**src/rtl/canbus_bit_timing.sv**
```systemverilog
// ---------------------------------------------------------------------------
// canbus_bit_timing
//
// Bit-timing front end for the CAN receive/transmit pair. The raw rx pin is
// synchronised, each nominal bit is split into time quanta
// (SYNC / TSEG1 / TSEG2), and the local bit clock is hard- or soft-synced to
// recessive->dominant transitions. Instead of divided clocks, the block emits
// single-cycle strobes in the clk domain.
//
// Parameters
//   TQ_DIV     clk cycles per time quantum (>= 2)
//   TSEG1      quanta from end of SYNC to the sample point (>= 2)
//   TSEG2      quanta from the sample point to end of bit (>= SJW, >= 1)
//   SJW        maximum soft-resync adjustment in quanta (1..4)
//   IDLE_BITS  consecutive recessive samples that declare the bus idle
//
// Ports
//   clk         system clock
//   rst_n       asynchronous reset, active low
//   rx          raw CAN rx pin, asynchronous to clk
//   rx_bit      bit value captured at the most recent sample point
//   sample_stb  1-clk pulse, rx_bit updated in this cycle
//   tx_stb      1-clk pulse at start of SYNC: transmitter drives next bit now
//   bus_idle    high after IDLE_BITS recessive samples, low on a dominant one
//   resync_cnt  wrapping count of soft resyncs performed (debug)
// ---------------------------------------------------------------------------
module canbus_bit_timing #(
    parameter int unsigned TQ_DIV    = 12,
    parameter int unsigned TSEG1     = 6,
    parameter int unsigned TSEG2     = 2,
    parameter int unsigned SJW       = 1,
    parameter int unsigned IDLE_BITS = 11
) (
    input  logic       clk,
    input  logic       rst_n,
    input  logic       rx,
    output logic       rx_bit,
    output logic       sample_stb,
    output logic       tx_stb,
    output logic       bus_idle,
    output logic [7:0] resync_cnt
);

    localparam int unsigned TQW = $clog2(TQ_DIV);
    localparam int unsigned IW  = $clog2(IDLE_BITS + 1);

    localparam logic [TQW-1:0] TQ_LAST = TQW'(TQ_DIV - 1);
    localparam logic [7:0]     TSEG1_L = 8'(TSEG1);
    localparam logic [7:0]     TSEG2_L = 8'(TSEG2);
    localparam logic [7:0]     SJW_L   = 8'(SJW);
    localparam logic [IW-1:0]  IDLE_L  = IW'(IDLE_BITS);

    typedef enum logic [1:0] {
        SEG_SYNC,
        SEG_TSEG1,
        SEG_TSEG2
    } seg_t;

    // ------------------------------------------------------------------
    // Declarations
    // ------------------------------------------------------------------
    seg_t           seg;
    seg_t           seg_nxt;
    logic [TQW-1:0] tq_cnt;
    logic [TQW-1:0] tq_nxt;
    logic [7:0]     qn;
    logic [7:0]     qn_nxt;
    logic [7:0]     seg_len;
    logic [7:0]     len_nxt;
    logic           resync_done;
    logic           rd_nxt;

    logic           sync1;
    logic           rx_s;
    logic           rx_q;
    logic [IW-1:0]  idle_cnt;

    logic           tq_tick;
    logic           rx_edge;
    logic           hard_sync;
    logic           soft_sync;
    logic [7:0]     late_e;
    logic [7:0]     late_adj;
    logic [7:0]     early_e;

    logic           sample_evt;
    logic           tx_evt;

    // ------------------------------------------------------------------
    // rx synchroniser: two flops to rx_s, plus one history flop for edges.
    // Reset to recessive so release never fakes a falling edge.
    // ------------------------------------------------------------------
    always_ff @(posedge clk or negedge rst_n) begin
        if (!rst_n) begin
            sync1 <= 1'b1;
            rx_s  <= 1'b1;
            rx_q  <= 1'b1;
        end else begin
            sync1 <= rx;
            rx_s  <= sync1;
            rx_q  <= rx_s;
        end
    end

    // ------------------------------------------------------------------
    // Edge classification
    // ------------------------------------------------------------------
    always_comb begin
        tq_tick   = (tq_cnt == TQ_LAST);
        // Only recessive->dominant counts, and only if the last sampled bit
        // was recessive; this filters glitches inside a dominant bit.
        rx_edge   = rx_q & ~rx_s & rx_bit;
        hard_sync = rx_edge & bus_idle;
        soft_sync = rx_edge & ~bus_idle & ~resync_done & (seg != SEG_SYNC);
        // Phase error in quanta for a late edge (in TSEG1) and an early
        // edge (in TSEG2).
        late_e    = qn + 8'd1;
        late_adj  = (late_e < SJW_L) ? late_e : SJW_L;
        early_e   = TSEG2_L - qn;
    end

    // ------------------------------------------------------------------
    // Segment FSM: state register
    // ------------------------------------------------------------------
    always_ff @(posedge clk or negedge rst_n) begin
        if (!rst_n) begin
            seg         <= SEG_SYNC;
            tq_cnt      <= '0;
            qn          <= '0;
            seg_len     <= TSEG1_L;
            resync_done <= 1'b0;
        end else begin
            seg         <= seg_nxt;
            tq_cnt      <= tq_nxt;
            qn          <= qn_nxt;
            seg_len     <= len_nxt;
            resync_done <= rd_nxt;
        end
    end

    // ------------------------------------------------------------------
    // Segment FSM: next state
    //
    // Sync handling is resolved first; the quantum boundary is then
    // evaluated against the possibly adjusted segment length, so an edge
    // arriving on the same clk as tq_tick takes effect before the tick.
    // ------------------------------------------------------------------
    always_comb begin
        seg_nxt = seg;
        tq_nxt  = tq_tick ? '0 : tq_cnt + 1'b1;
        qn_nxt  = qn;
        len_nxt = seg_len;
        rd_nxt  = resync_done;

        if (hard_sync) begin
            // Restart the bit at SYNC; the edge itself is the SYNC quantum.
            tq_nxt  = '0;
            seg_nxt = SEG_SYNC;
            qn_nxt  = '0;
            len_nxt = TSEG1_L;
            rd_nxt  = 1'b1;
        end else if (soft_sync && (seg == SEG_TSEG2) && (early_e <= SJW_L)) begin
            // Early edge within SJW: finish TSEG2 immediately and begin the
            // next bit here.
            tq_nxt  = '0;
            seg_nxt = SEG_SYNC;
            qn_nxt  = '0;
            len_nxt = TSEG1_L;
            rd_nxt  = 1'b1;
        end else begin
            if (soft_sync) begin
                rd_nxt = 1'b1;
                if (seg == SEG_TSEG1) begin
                    len_nxt = seg_len + late_adj;
                end else begin
                    len_nxt = seg_len - SJW_L;
                end
            end

            if (tq_tick) begin
                unique case (seg)
                    SEG_SYNC: begin
                        seg_nxt = SEG_TSEG1;
                        qn_nxt  = '0;
                    end
                    SEG_TSEG1: begin
                        if (qn == len_nxt - 8'd1) begin
                            seg_nxt = SEG_TSEG2;
                            qn_nxt  = '0;
                            len_nxt = TSEG2_L;
                        end else begin
                            qn_nxt = qn + 8'd1;
                        end
                    end
                    SEG_TSEG2: begin
                        if (qn == len_nxt - 8'd1) begin
                            seg_nxt = SEG_SYNC;
                            qn_nxt  = '0;
                            len_nxt = TSEG1_L;
                            rd_nxt  = 1'b0;
                        end else begin
                            qn_nxt = qn + 8'd1;
                        end
                    end
                    default: begin
                        seg_nxt = SEG_SYNC;
                        qn_nxt  = '0;
                        len_nxt = TSEG1_L;
                    end
                endcase
            end
        end
    end

    // ------------------------------------------------------------------
    // Segment FSM: output decode from the transition being taken.
    // A hard sync lands in SYNC without announcing a new transmit bit.
    // ------------------------------------------------------------------
    always_comb begin
        sample_evt = (seg == SEG_TSEG1) && (seg_nxt == SEG_TSEG2);
        tx_evt     = (seg != SEG_SYNC) && (seg_nxt == SEG_SYNC) && !hard_sync;
    end

    // ------------------------------------------------------------------
    // Registered outputs, sampled bit and idle detection
    // ------------------------------------------------------------------
    always_ff @(posedge clk or negedge rst_n) begin
        if (!rst_n) begin
            rx_bit     <= 1'b1;
            sample_stb <= 1'b0;
            tx_stb     <= 1'b0;
            bus_idle   <= 1'b0;
            resync_cnt <= '0;
            idle_cnt   <= '0;
        end else begin
            sample_stb <= sample_evt;
            tx_stb     <= tx_evt;

            if (soft_sync) begin
                resync_cnt <= resync_cnt + 8'd1;
            end

            if (sample_evt) begin
                rx_bit <= rx_s;
                if (rx_s) begin
                    if (idle_cnt != IDLE_L) begin
                        idle_cnt <= idle_cnt + 1'b1;
                    end
                    if (idle_cnt >= IDLE_L - 1'b1) begin
                        bus_idle <= 1'b1;
                    end
                end else begin
                    idle_cnt <= '0;
                    bus_idle <= 1'b0;
                end
            end
        end
    end

endmodule

```
**config.mk**
```make
export PLATFORM = sky130hd
export DESIGN_NAME = canbus_bit_timing
export DESIGN_NICKNAME = d
export VERILOG_FILES = /design/src/rtl/canbus_bit_timing.sv
export SDC_FILE = /design/constraint.sdc
export NUM_CORES = 1
export LEC_CHECK = 0
export BUFFER_PORTS_ARGS = -buffer_cell sky130_fd_sc_hd__buf_2
export CELL_PAD_IN_SITES_DETAIL_PLACEMENT = 1
export CELL_PAD_IN_SITES_GLOBAL_PLACEMENT = 1
export CORE_MARGIN = 10
export CORE_UTILIZATION = 45
export CTS_BUF_LIST = sky130_fd_sc_hd__clkbuf_2 sky130_fd_sc_hd__clkbuf_4 sky130_fd_sc_hd__clkbuf_8
export CTS_CLUSTER_SIZE = 30
export DETAILED_ROUTE_END_ITERATION = 12
export MAX_ROUTING_LAYER = met4
export PLACE_DENSITY_LB_ADDON = 0.2
export SYNTH_ARGS = -nofsm -noshare
export SYNTH_HDL_FRONTEND = slang
export SYNTH_SLANG_ARGS = --single-unit
```
**constraint.sdc**
```tcl
create_clock -name clk -period 6.6 [get_ports clk]
set_clock_uncertainty 0.1 [all_clocks]
set_input_delay 1.98 -clock clk [delete_from_list [all_inputs] [get_ports clk]]
set_output_delay 1.98 -clock clk [all_outputs]
set_load 0.03 [all_outputs]
```
==> metrics.csv, run 1 <==
metric,value,unit
outcome,"finished, final reports clean",
cts_max_level,2,
fill_cells,838,
synth_fp_nets,363,
antenna_found_initial,0,
cts_buffers,5,
slowest_stage,o31ai_2,
maxSlewViolCount,0,
finalSetupTns,0,ns
grt_max_degree,43,
drtIter0Drc,150,
initial_utilization,46.6,%
n_antenna_cell,0,
synth_top_family_by_area,simple AND/OR/NAND/NOR gates,
final_util,50.1,%
wl_per_cell,18.9,um
max_freq,0.187,GHz
cts.clk_slew.worst_paths,0.10,ns
cpPeakStageDelay,0.65,ns
cts-resized-gates,0,
core,6830,um2
min-delay-start,sync1,
clock_path_buffers,2,
finalHoldViolCount,0,
cp-end-kind,flip-flop,
min_period_over_period,81.1,%
cts-root-buf,clkbuf_8,
whs,0.262,ns
synth-compound-area-share,22.2,%
die_w,104,um
synth-simple-area-share,22.5,%
synth_xor_area_share,6.52,%
setup_viol,0,
layout_common_cells,"dfrtp_1 (36), nor2_1 (30), nand2_1 (24)",
yosysSeqAreaShare,33.2,%
rsz0062_at_grt,no,
synth_seq_cells,42,
syn-cell-area,3180,um2
vdd_drop_max,0.0886,mV
clkSinkCount,42,
cts_tree,built,
power,493,uW
dp_hpwl,6240,um
final_cells,445,
synth.avg_cell_area,9.39,um2
cts_setup_buffers,0,
grt_pass1_wl,14300,um
wirelength,8390,um
arrival,5.46,ns
viasPerCell,5.93,
final_net_count,372,
synth_flop_cell,dfrtp_1,
crit_fanout,11,
via_count,2641,
layout_min_cycle_time,5.35,ns
slew_headroom,33.3,%
cts_hold_buf,0,
hold_class,flip-flop to flip-flop,
crit_path_start,qn[0],
row_count,30,
clk_latency,0.31,ns
portBuffers,14,
max-cap-violations,0,
place_congestion,0.857,
critPathBufInv,0,
synth_mux_area_share,2.40,%
max_slew.worst_pin.slew,0.992,ns
track_usage,16.1,%
chipHeight,104,um
path_class,flip-flop to flip-flop,
layout-drive-gt1-share,18.1,%
mostFrequentLayoutCell,dfrtp_1,
synthDistinctLibCells,77,
crit_family,compound AO/OA/AOI/OAI gates,
startpoint_type,flip-flop,
synth_fa_ha_area_share,8.49,%
yosysWarnings,0,
firstDrtPassIters,4,
synth_edf_count,0,
critical_path.cell_chain,ha_1 -> nand3_1 -> nor2_1 -> a22oi_1 -> nor3b_1 -> nand2_1 -> o21ai_0 -> ha_1 -> a211oi_1 -> nor3b_2 -> or4_1 -> o311a_1 -> o211ai_2 -> xnor3_2 -> o31ai_2 -> nor2_1 -> a211o_1,
pwr_density_cell,144,nW/um2
place_inst,437,
grt_pass1_vias,2720,
ant_nets,0,
critPathRequiredTime,6.71,ns
async_reset_ff_share,100,%
die-area,10800,um2
area_growth,7.54,%
overflow,0,
drcViolationCount,0,
syn_inst,339,
p_leak,0.00155,uW
ios,15,
rr_startpoint,qn[0],
where the power goes:
part / switching [uW] / internal, uW
clock: 111 / 116
sequential: 0.963 / 259
combinational: 5.65 / 0.793
total: 118 / 375
cell usage after synthesis, types with 3 or more instances:
library cell	number	share of area [%]
a21oi_1	10	1.6
and3_1	5	0.98
buf_2	5	0.79
clkbuf_1	3	0.35
dfrtp_1	36	28
dfstp_2	6	5.0
ha_1	20	7.9
inv_1	19	2.2
mux2i_1	5	1.6
nand2_1	24	2.8
nand3_1	16	2.5
nand4_1	4	0.79
nor2_1	30	3.5
nor3_1	16	2.5
o211ai_1	5	1.2
o21a_1	3	0.71
o21ai_0	23	3.6
o31ai_2	3	1.2
or3_1	7	1.4
or3_4	3	1.1
xnor2_1	15	4.1
xor2_1	6	1.7
through the flow:
stage	worst slack (ns)	cell area, um2
finish	1.25	3420
global route	0.782	3420
CTS	1.22	3420
detailed placement	1.25	3310
global placement	1.41	3310
floorplan	1.95	3180
cells by family (layout without fill, tap and decap cells):
kind of cell	after synthesis	after routing
AOI/OAI and AO/OA	86	86
xor gates and xnor gates	22	22
adders and majority gates	21	21
buffers and inverters	32	42
DFF	42	42
muxes	7	7
and+or+nand+nor	129	129
per-layer routing:
metal / GRT usage (%) / part of all wire (%) / vias to the layer above
met1: 21.7 / 48 / 1315
met3: 2.29 / 3.4 / 10
li1: - / - / 1269
met4: 3.68 / 0.89 / 0
met5: - / 0 / -
met2: 25.0 / 47 / 47
worst register-to-register path, stage by stage, from the launching register on:
cell and delay, ns:
dfrtp_1 0.56, ha_1 0.32, nand3_1 0.20, nor2_1 0.14
a22oi_1 0.10, nor3b_1 0.28, nand2_1 0.08, o21ai_0 0.31
ha_1 0.30, a211oi_1 0.41, nor3b_2 0.16, or4_1 0.44
o311a_1 0.16, o211ai_2 0.09, xnor3_2 0.55, o31ai_2 0.65
nor2_1 0.12, a211o_1 0.28
area by class of cell:
class	instances	area (um2)	share of cell area, %
multi-input combinational	265	1980	57.8
sequential	42	1060	30.9
tap	96	120	3.51
timing repair buffer	15	77.6	2.27
inverter	19	71.3	2.08
clock buffer	5	68.8	2.01
clock inverter	3	48.8	1.42
final timing paths:
kind | end | cells past startpoint | slack (ns)
setup / recovery | qn[3] | 17 | 1.25
hold / removal | rx_s | 0 | 0.26
setup reg to reg | qn[3] | 17 | 1.25
hold reg to reg | rx_s | 0 | 0.26
max in group asynchronous | resync_cnt[2] | 1 | 4.04
min in group asynchronous | idle_cnt[0] | 1 | 1.71
registers in the layout, indices dropped and copies added, names as in the netlist:
| register | cells |
|---|---|
| qn | 8 |
| rx_q | 1 |
| tx_stb | 1 |
| tq_cnt | 4 |
| seg | 2 |
| seg_len | 8 |
| resync_cnt | 8 |
| resync_done | 1 |
| sample_stb | 1 |
| rx_bit | 1 |
| idle_cnt | 4 |
| bus_idle | 1 |
| rx_s | 1 |
| sync1 | 1 |
No activity file was read; power rests on OpenSTA's default activity.
==> run 2: changes to the inputs <==
Settings changed: ABC_AREA set to 1.
Clock period 6.6 ns to 5 ns, I/O delays scaled along.
==> run 2 against run 1 <==
Net effect:
- worst setup slack worse by 0.92 ns
- sequential cell count unchanged
- routed wire length up 1.5%
- die area fell by 0.58%
- critical path type unchanged
- largest power group unchanged
==> metrics.csv, run 2 <==
metric,value,unit
core,6790,um2
cts_max_level,2,
yosysWarnings,0,
ff2ff_path_depth,34,
path_class,flip-flop to flip-flop,
grt_pass1_wl,14400,um
critPathRequiredTime,5.09,ns
cts.clk_slew.worst_paths,0.10,ns
min_period_over_period,93.5,%
cts_buffers,5,
row_count,30,
synth-simple-area-share,33.6,%
outcome,"finished, final reports clean",
portBuffers,14,
top_regs,"qn (8), resync_cnt (8), seg_len (8)",
crit_path_frequent_cell,nand2_1,
ios,15,
clk_latency,0.30,ns
final_util,52.1,%
yosysSeqAreaShare,33.5,%
grt_pass1_vias,3020,
holdPathStages,0,
drcViolationCount,0,
synth_commonest_cells,"nand2_1 (99), inv_1 (59), nand3_1 (38)",
grt_max_degree,43,
fill_cells,876,
n_antenna_cell,0,
cpPeakStageDelay,0.50,ns
synth.avg_cell_area,7.62,um2
syn_inst,415,
wirelength,8510,um
firstDrtPassIters,5,
synthDistinctLibCells,40,
layout-drive-gt1-share,19.0,%
die_w,104,um
max_freq,0.214,GHz
synth.largest_area_cell,dfrtp_1,
dp_hpwl,6570,um
antenna_found_initial,0,
overflow,0,
cts-root-buf,clkbuf_8,
synth-compound-area-share,8.31,%
cp_num_cells,34,
whs,0.259,ns
drtIter0Drc,141,
maxSlewViolCount,0,
crit_family,simple AND/OR/NAND/NOR gates,
hold_class,flip-flop to flip-flop,
ant_nets,0,
finalSetupTns,0,ns
synthDominantCellAreaShare,28.5,%
mostFrequentLayoutCell,nand2_1,
max_slew.worst_pin.slew,0.977,ns
viasPerCell,5.23,
startpoint_type,flip-flop,
die-area,10800,um2
slowest_stage,fa_1,
synth_flop_cell,dfrtp_1,
initial_utilization,46.5,%
synth_fa_ha_area_share,8.55,%
crit_fanout,8,
setup_viol,0,
yosysMostFrequentCell,nand2_1,
wl_per_cell,15.9,um
slew_headroom,34.9,%
layout_common_cells,"nand2_1 (95), inv_1 (59), nand3_1 (38)",
synth_seq_cells,42,
async_reset_ff_share,100,%
via_count,2808,
p_leak,0.00188,uW
synth_top_family_by_area,simple AND/OR/NAND/NOR gates,
vdd_drop_max,0.113,mV
track_usage,16.1,%
synthTopCellsByArea,"dfrtp_1 (28%), nand2_1 (12%), ha_1 (7.9%), inv_1 (7.0%), nand3_1 (6.0%)",
synth_edf_count,0,
pwr_density_cell,168,nW/um2
place_congestion,0.831,
cts_tree,built,
synth_xor_area_share,6.37,%
arrival,4.76,ns
cp-end-kind,flip-flop,
clkSinkCount,42,
critPathBufInv,5,
finalHoldViolCount,0,
synth_mux_area_share,0.317,%
layout_min_cycle_time,4.68,ns
syn-cell-area,3160,um2
clock_path_buffers,2,
max-cap-violations,0,
area_growth,12.0,%
synth_fp_nets,439,
chipHeight,104,um
final_net_count,464,
-- run 2: changes by cell type after synthesis, sizes merged, moves of 7 or more --
| cell | delta |
|---|---|
| nand2 | +91 |
| inv | +44 |
| o21ai | -11 |
| or3 | -10 |
| xnor2 | -9 |
| o22ai | +9 |
| o211ai | -7 |
| xor2 | +11 |
| nand3 | +25 |
| nand4 | +8 |
| nor3 | -12 |
-- run 2: report_power, final --
| part | leakage, uW | switching, uW | internal, uW |
|---|---|---|---|
| logic | 0.00129 | 8.06 | 0.874 |
| clock network | 0.0000478 | 131 | 114 |
| registers | 0.000545 | 1.01 | 342 |
-- run 2: cells by family (layout without fill, tap and decap cells) --
| family | after synthesis | in the layout |
|---|---|---|
| AO/OA/AOI/OAI | 42 | 42 |
| buffers and inverters | 72 | 98 |
| multiplexers | 1 | 1 |
| adder cells (fa/ha/maj) | 21 | 21 |
| AND/OR/NAND/NOR | 214 | 214 |
| XOR/XNOR | 23 | 23 |
| flip-flops | 42 | 42 |
-- run 2: metal layers --
metal / global-route usage, % / vias to the layer above / wire length [um]
met2: 27.3 / 57 / 4240
li1: - / 1382 / -
met5: - / - / 0
met4: 3.48 / 0 / 92
met3: 2.66 / 14 / 242
met1: 19.7 / 1355 / 3940
-- run 2: area by class of cell --
type                       instances  area, um2  area share (%)
multi-input combinational        301       1860            52.5
sequential                        42       1060            30.0
inverter                          64        240            6.78
timing repair buffer              26        160            4.52
tap                               96        120            3.39
clock buffer                       6       82.6            2.33
clock inverter                     2       16.3           0.459
-- run 2: path summary, 6_finish.rpt --
kind	from	end	slack, ns
min in group asynchronous	rst_n	qn[2]	1.25
max in group asynchronous	rst_n	qn[0]	2.90
min	sync1	rx_s	0.26
min reg2reg	sync1	rx_s	0.26
max	qn[0]	idle_cnt[1]	0.32
max reg2reg	qn[0]	idle_cnt[1]	0.32
-- run 2: worst register-to-register path: cells and delay by family (launching register included) --
family / cells / cell delay [ns]
xor+xnor: 1 / 0.16
buf+inv: 5 / 0.35
compound gates: 1 / 0.31
fa+ha+maj: 2 / 0.67
flops: 1 / 0.46
simple gates: 25 / 2.50
-- run 2: stage by stage --
step / setup slack [ns] / cell area [um2] / std cells / power (uW)
after floorplan: 0.795 / 3160 / 415 / 350
after global placement: 0.223 / 3320 / 520 / 359
after detailed placement: -0.0472 / 3320 / 520 / 359
after CTS: 0.00203 / 3420 / 528 / 602
after global routing: -0.0547 / 3540 / 537 / 617
final: 0.324 / 3540 / 537 / 596
-- run 2: repair_timing --
item / in CTS / in global routing
resized for setup: 1 / 15
hold buffers: 0 / 0
endpoints found under the setup margin: 6 / 26
pin swaps: 0 / 11
setup buffers: 0 / 9
==> run 3: changes to the inputs <==
Settings changed: PLACE_DENSITY_LB_ADDON 0.2 to 0.15.
==> run 3 against run 2 <==
Net effect:
- via count is 1.5% higher
- sequential cell count stayed put
- routed wire length is 0.88% higher
- hold slack better by 0.0015 ns
- first-iteration DRC count is 9.2% lower
- clock power is 2% higher
- die area stayed put
- critical endpoint is now idle_cnt[0]
- combinational power is 1% lower
- critical path type unchanged
- final area is 0.57% lower
- highest routed layer unchanged
- fmax hardly changed
- cell count is 0.19% higher
- sequential power hardly changed
==> metrics.csv, run 3 (synthesis results as in run 2) <==
metric,value,unit
portBuffers,14,
area_growth,11.4,%
cts_tree,built,
wirelength,8590,um
vdd_drop_max,0.113,mV
ant_nets,0,
mostFrequentLayoutCell,nand2_1,
max_freq,0.214,GHz
row_count,30,
critPathRequiredTime,5.14,ns
layout_min_cycle_time,4.67,ns
grt_max_degree,43,
fill_cells,894,
cts_buffers,5,
crit_fanout,6,
min_period_over_period,93.5,%
firstDrtPassIters,4,
max-cap-violations,0,
hold_class,flip-flop to flip-flop,
die-area,10800,um2
crit_path_frequent_cell,nand2_1,
place_inst,520,
drcViolationCount,0,
cp-end-kind,flip-flop,
cts.clk_slew.worst_paths,0.09,ns
grt_pass1_wl,14200,um
clkSinkCount,42,
core,6790,um2
finalHoldViolCount,0,
layout-drive-gt1-share,18.1,%
initial_utilization,46.5,%
drtIter0Drc,128,
setup_viol,0,
top_usage_layer,met2,
cts-root-buf,clkbuf_8,
n_antenna_cell,0,
antenna_found_initial,0,
slew_headroom,36.0,%
whs,0.260,ns
min-delay-start,sync1,
cts_max_level,2,
dp_hpwl,6540,um
max_slew.worst_pin.slew,0.960,ns
pwr_density_cell,171,nW/um2
place_congestion,0.825,
maxSlewViolCount,0,
top_regs,"qn (8), resync_cnt (8), seg_len (8)",
clock_path_buffers,2,
use_met3,2.04,%
use_met2,26.9,%
chipHeight,104,um
layout_common_cells,"nand2_1 (99), inv_1 (59), nand3_1 (38)",
arrival,4.81,ns
crit_path_start,qn[0],
track_usage,15.8,%
gr-usage-met1,19.7,%
rr_startpoint,qn[0],
finalSetupTns,0,ns
slowest_stage,fa_1,
startpoint_type,flip-flop,
cpPeakStageDelay,0.50,ns
p_leak,0.00188,uW
ios,15,
via_count,2851,
viasPerCell,5.30,
final_net_count,465,
overflow,0,
grt_pass1_vias,2959,
final_util,51.8,%
outcome,"finished, final reports clean",
wl_per_cell,16.0,um
path_class,flip-flop to flip-flop,
final_cells,538,
die_w,104,um
clk_latency,0.31,ns
-- run 3: cell types whose count changed in the layout (fill, tap and decap cells not counted) --
cell,change
ha_4,-1
o21ai_0,+1
buf_4,+1
nand2_2,-3
ha_1,+1
o21ai_1,-1
nand2_1,+4
nand2_4,-1
-- run 3: worst max-delay path, delay by kind of cell (launching register included) --
| kind | cells | cell delay [ns] |
|---|---|---|
| AND/OR/NAND/NOR | 22 | 2.31 |
| flip-flops | 1 | 0.42 |
| buffers and inverters | 3 | 0.27 |
| AO/OA/AOI/OAI | 1 | 0.13 |
| XOR/XNOR | 2 | 0.34 |
| adder cells (fa/ha/maj) | 3 | 1.00 |
-- run 3: per-layer routing --
layer / up-vias / part of all wire, %
li1: 1395 / -
met1: 1406 / 46
met2: 41 / 51
met3: 9 / 2.3
met4: 0 / 1.1
met5: - / 0
-- run 3: final cells by class --
cell class / count / area (um2) / share of cell area, %
Timing Repair Buffer: 27 / 168 / 4.76
Clock inverter: 2 / 16.3 / 0.462
Tap cell: 96 / 120 / 3.41
Multi-Input combinational cell: 301 / 1830 / 52.1
Sequential cell: 42 / 1060 / 30.1
Inverter: 64 / 240 / 6.82
Clock buffer: 6 / 82.6 / 2.35
-- run 3: what timing repair did --
action / CTS / global route
resized for setup: 3 / 5
endpoints found under the setup margin: 6 / 25
hold buffers: 0 / 0
setup buffers: 0 / 10
pin swaps: 0 / 2
-- run 3: path summary, 6_finish.rpt --
path                       cells past startpoint  slack [ns]           to
max                                           31        0.33  idle_cnt[0]
min                                            0        0.26         rx_s
max reg2reg                                   31        0.33  idle_cnt[0]
min reg2reg                                    0        0.26         rx_s
max in group asynchronous                      1        2.94        qn[0]
min in group asynchronous                      1        1.22        qn[1]
-- run 3: where the power goes --
group	internal (uW)	leakage, uW	switching (uW)	total, uW
registers	342	0.000545	0.957	343
clock network	114	0.0000478	136	250
logic	0.875	0.00128	7.95	8.83
total	457	0.00188	145	602
-- run 3: through the flow --
stage	instance area [um2]	worst slack (ns)	total power, uW
2_1_floorplan	3160	0.795	350
3_3_place_gp	3320	0.227	359
3_5_place_dp	3320	-0.0740	359
4_1_cts	3420	0.0262	607
5_1_grt	3520	-0.142	620
6_report	3520	0.327	602
